<file path="src/rtl/shared_reg_arbiter.sv">
`default_nettype none
// ---------------------------------------------------------------------------
// shared_reg_arbiter : round-robin sequencer owning one shared WIDTH-bit register
// Revision 1.0
// ---------------------------------------------------------------------------
module shared_reg_arbiter #(
    parameter int NREQ  = 4,
    parameter int WIDTH = 8,
    localparam int IW   = $clog2(NREQ)
) (
    input  logic                  clk,
    input  logic                  rst,
    input  logic [NREQ-1:0]       req,
    input  logic [NREQ*WIDTH-1:0] wdata,
    output logic [NREQ-1:0]       gnt,
    output logic                  ack,
    output logic [WIDTH-1:0]      q,
    output logic                  q_valid,
    output logic [IW-1:0]         owner
);

    typedef enum logic [1:0] {
        IDLE  = 2'd0,
        GRANT = 2'd1,
        WRITE = 2'd2
    } state_t;

    localparam logic [IW:0] NREQ_W = (IW+1)'(NREQ);

    state_t           state, state_d;
    logic [IW-1:0]    ptr, ptr_d;
    logic [IW-1:0]    win, win_d;
    logic [NREQ-1:0]  gnt_d;
    logic             ack_d;
    logic [WIDTH-1:0] q_d;
    logic             q_valid_d;
    logic [IW-1:0]    owner_d;

    logic [IW-1:0]    rr_win;
    logic             rr_any;
    logic             win_req;
    logic [WIDTH-1:0] win_data;

    // Scan ptr, ptr+1, ... modulo NREQ; the first set lane wins.
    always_comb begin
        logic [IW:0] idx;
        rr_win = '0;
        rr_any = 1'b0;
        idx    = '0;
        for (int k = 0; k < NREQ; k++) begin
            idx = {1'b0, ptr} + (IW+1)'(k);
            if (idx >= NREQ_W) idx = idx - NREQ_W;
            if (!rr_any && req[idx[IW-1:0]]) begin
                rr_any = 1'b1;
                rr_win = idx[IW-1:0];
            end
        end
    end

    always_comb begin
        win_req  = 1'b0;
        win_data = '0;
        for (int i = 0; i < NREQ; i++) begin
            if (win == IW'(i)) begin
                win_req  = req[i];
                win_data = wdata[i*WIDTH +: WIDTH];
            end
        end
    end

    always_comb begin
        state_d   = state;
        gnt_d     = gnt;
        ack_d     = 1'b0;
        q_d       = q;
        q_valid_d = q_valid;
        owner_d   = owner;
        ptr_d     = ptr;
        win_d     = win;
        case (state)
            IDLE: begin
                gnt_d = '0;
                if (rr_any) begin
                    gnt_d   = NREQ'(1) << rr_win;
                    win_d   = rr_win;
                    state_d = GRANT;
                end
            end
            GRANT: begin
                if (win_req) begin
                    q_d       = win_data;
                    ack_d     = 1'b1;
                    owner_d   = win;
                    q_valid_d = 1'b1;
                    ptr_d     = (win == IW'(NREQ-1)) ? '0 : win + IW'(1);
                    state_d   = WRITE;
                end else begin
                    // Requester withdrew before the load: abort without touching q or ptr.
                    gnt_d   = '0;
                    state_d = IDLE;
                end
            end
            WRITE: begin
                gnt_d   = '0;
                state_d = IDLE;
            end
            default: begin
                gnt_d   = '0;
                state_d = IDLE;
            end
        endcase
    end

    always_ff @(posedge clk) begin
        if (!rst) begin
            state   <= IDLE;
            gnt     <= '0;
            ack     <= 1'b0;
            q       <= '0;
            q_valid <= 1'b0;
            owner   <= '0;
            ptr     <= '0;
            win     <= '0;
        end else begin
            state   <= state_d;
            gnt     <= gnt_d;
            ack     <= ack_d;
            q       <= q_d;
            q_valid <= q_valid_d;
            owner   <= owner_d;
            ptr     <= ptr_d;
            win     <= win_d;
        end
    end

endmodule
`default_nettype wire
</file>
<file path="config.mk">
export PLATFORM = sky130hd
export DESIGN_NAME = shared_reg_arbiter
export DESIGN_NICKNAME = d
export VERILOG_FILES = /design/src/rtl/shared_reg_arbiter.sv
export SDC_FILE = /design/constraint.sdc
export NUM_CORES = 1
export LEC_CHECK = 0
export ABC_AREA = 1
export CAP_MARGIN = 30
export CORE_MARGIN = 2
export CORE_UTILIZATION = 33
export CTS_BUF_LIST = sky130_fd_sc_hd__clkbuf_4 sky130_fd_sc_hd__clkbuf_8
export CTS_CLUSTER_DIAMETER = 60
export DETAILED_ROUTE_END_ITERATION = 10
export GPL_ROUTABILITY_DRIVEN = 0
export HOLD_SLACK_MARGIN = 0.05
export MAX_ROUTING_LAYER = met4
export RECOVER_POWER = 50
export SETUP_SLACK_MARGIN = 0.3
export SYNTH_ARGS = -nofsm -noshare
export SYNTH_HDL_FRONTEND = slang
export SYNTH_SLANG_ARGS = --single-unit
</file>
<file path="constraint.sdc">
create_clock -name clk -period 1.8 [get_ports clk]
set_input_delay 0.27 -clock clk [delete_from_list [all_inputs] [get_ports clk]]
set_output_delay 0.27 -clock clk [all_outputs]
set_load 0.02 [all_outputs]
</file>
==> results.json <==
{
  "diodes": 0,
  "synth_edf_count": 0,
  "dp_hpwl_um": 3010,
  "drive_above_1_share_pct": 29.8,
  "cp.required_ps": 1950,
  "initial_utilization_pct": 34.0,
  "synthesis.nets": 245,
  "hold_path_class": "register to register",
  "grt_max_degree": 17,
  "fmaxAchievable_mhz": 630,
  "hold_buffers": 0,
  "rsz0062_at_grt": "yes",
  "drc_errors": 0,
  "fin_crit_ps": 1590,
  "combPwrFrac_pct": 67.7,
  "overflow": 0,
  "finalCritPeriodShare_pct": 88.2,
  "tns_ps": 0,
  "clk_pin_slew_ps": 80,
  "finalSetupViolCount": 0,
  "synthCells": 203,
  "yosys.area.top_type": "dfxtp_1",
  "grt_most_used_layer": "met2",
  "clk_latency_ps": 260,
  "seqPwrFrac_pct": 22.7,
  "ys_types": 28,
  "cts.sinks": 22,
  "root_buffer": "clkbuf_8",
  "cts_buffers": 3,
  "track_usage_pct": 16.5,
  "crit_type": "register to register",
  "power.density_nw_per_um2": 1500,
  "worstSetupEndpointType": "register",
  "p_sw_share_pct": 47.0,
  "ys_seq_elements": 22,
  "portBuffers": 53,
  "final_nets": 318,
  "slowest_delay_ps": 410,
  "vias": 1513,
  "slew_headroom_pct": 79.8,
  "grt_pass1_vias": 1475,
  "ys_seq_area_share_pct": 30.0,
  "fp.coreArea_um2": 4320,
  "route.antenna.remaining_nets": 0,
  "peakVddDrop_mv": 0.694,
  "cp_cell_sequence": "inv_4 -> buf_4 -> buf_4 -> buf_4 -> buf_4 -> buf_4 -> buf_4 -> buf_4 -> nand2_1 -> o22ai_2",
  "critPathLaunchType": "register",
  "first_pass_iters": 4,
  "vias_per_cell": 4.63,
  "critPathMaxFanout": 5,
  "ios": 54,
  "p_int_mw": 1.79,
  "cts_max_level": 1,
  "drtIter0Drc": 48,
  "wl_per_cell_um": 11.9,
  "synthesis.area_um2": 1470,
  "wirelength_um": 3900,
  "cts_buffer_depth": 2,
  "grt_pass1_wl_um": 6550,
  "syn_avg_cell_area_um2": 7.24,
  "synth_top_cell_area_share_pct": 30.0,
  "power.total_mw": 3.37,
  "die_w_um": 70.7,
  "ys.warnings.count": 0,
  "antenna_found_initial": 0,
  "rows": 24,
  "cts_tree": "yes",
  "synthToLayoutAreaGrowth_pct": 53.3,
  "slew_violations": 0,
  "grt_use_met2_pct": 27.4,
  "p_sw_mw": 1.59,
  "p_clk_share_pct": 9.6,
  "worst_slack_ps": 213,
  "leakage_nw": 0.986,
  "synth_top_cells_by_count": "72 x nand2_1, 22 x dfxtp_1, 13 x inv_1",
  "dieArea_um2": 5000,
  "die_h_um": 70.7,
  "critPathMostFrequentCell": "buf_4",
  "finalHoldViolations": 0,
  "grt_util_met1_pct": 21.2,
  "cp.arrival_ps": 1740,
  "synth-async-reset-ratio_pct": 0,
  "pre_cts_slack_ps": -7.44,
  "slowest_stage": "dfxtp_4",
  "outcome": "finished, final reports clean",
  "synthTopCellsByArea": "dfxtp_1 30%, nand2_1 18%, mux2i_1 5.4%, o21ai_2 4.2%, nand3_1 4.1%",
  "finalClockSkew_ps": 5.36,
  "max_cap_viol_count": 0,
  "worstMarginPinSlew_ps": 302,
  "synthMostInstantiatedCell": "nand2_1",
  "globalRouteMet3Util_pct": 3.28,
  "synthFlopType": "dfxtp_1"
}
[worst max-delay path: cells and delay by family (launching register included)]
| kind | cells | cell delay, ps |
|---|---|---|
| buffers and inverters | 8 | 920 |
| DFF | 1 | 410 |
| AOI/OAI and AO/OA | 1 | 80 |
| and+or+nand+nor | 1 | 70 |
[registers in the layout (all words and copies together), names as in the netlist]
name     flops
q_valid      1
ack          1
gnt          4
owner        2
state        2
ptr          2
win          2
q            8
[cell type report]
type | count | area [µm²]
timing repair buffer | 76 | 641
clock buffer | 4 | 48.8
sequential | 22 | 447
inverter | 18 | 77.6
tap | 52 | 65.1
fill | 453 | 2070
multi-input combinational | 155 | 975
[routing by layer]
metal  wire length, µm  up-vias
met4                42        0
met1              1810      669
li1                  -      810
met3               120        4
met2              1930       30
met5                 0        -
[worst paths after layout]
check	start	endpoint	slack [ps]	cells after the start
worst min-delay path	gnt[2]$_SDFFE_PN0N_	gnt[2]$_SDFFE_PN0N_	450	2
worst max-delay path	win[0]$_SDFFE_PN0P_	ptr[0]$_SDFFE_PN0P_	210	10
worst min register to register	gnt[2]$_SDFFE_PN0N_	gnt[2]$_SDFFE_PN0N_	450	2
worst max register to register	win[0]$_SDFFE_PN0P_	ptr[0]$_SDFFE_PN0P_	210	10
[cell usage in the layout, fill, tap and decap left out, types with 3 or more instances in the layout]
master	instances
a21oi_2	3
clkdlybuf4s50_1	37
buf_6	4
clkbuf_1	12
nor2_1	3
a22oi_1	8
nand2_1	66
clkbuf_8	3
nor2_2	5
inv_4	4
nand3_1	10
o21ai_2	8
inv_1	10
buf_4	19
nand4_1	3
mux2i_1	8
inv_2	4
dfxtp_1	19
o21ai_0	9
nand3_2	4
nand2_2	13
[power by group through the flow]
stage                     registers [mW]  clock network, mW  logic (mW)
after global placement             0.757                  0        2.03
after floorplan                    0.852                  0        1.38
after global routing               0.784              0.354        2.52
after CTS                          0.757              0.332        2.31
after detailed placement           0.758                  0        2.03
final                              0.765              0.324        2.28
[kinds of logic (layout without fill, tap and decap cells)]
logic type | count (synthesis) | in the layout | share of synthesized area (%)
AO/OA/AOI/OAI | 35 | 35 | 17.0
adder cells (fa/ha/maj) | 4 | 4 | 3.40
buffers and inverters | 26 | 98 | 9.28
flip-flops | 22 | 22 | 30.0
multiplexers | 8 | 8 | 5.45
AND/OR/NAND/NOR | 108 | 108 | 34.9
[stage by stage]
stage               cell area (µm²)  instances  hold WS [ps]  utilization (%)
floorplan                      1500        203           380                -
global placement               2090        309           433             48.3
detailed placement             2090        309           442             48.3
CTS                            2280        326           456             52.7
global route                   2250        327           483             52.1
finish                         2250        327           450             52.1
[timing repair]
item | in CTS | in global routing
pin swaps | 7 | 7
cloned | 0 | 0
gates resized for setup | 15 | 26
endpoints found under the setup margin | 23 | 34
setup buffers | 13 | 1
Note: power is estimated with default switching activity, not from simulation.
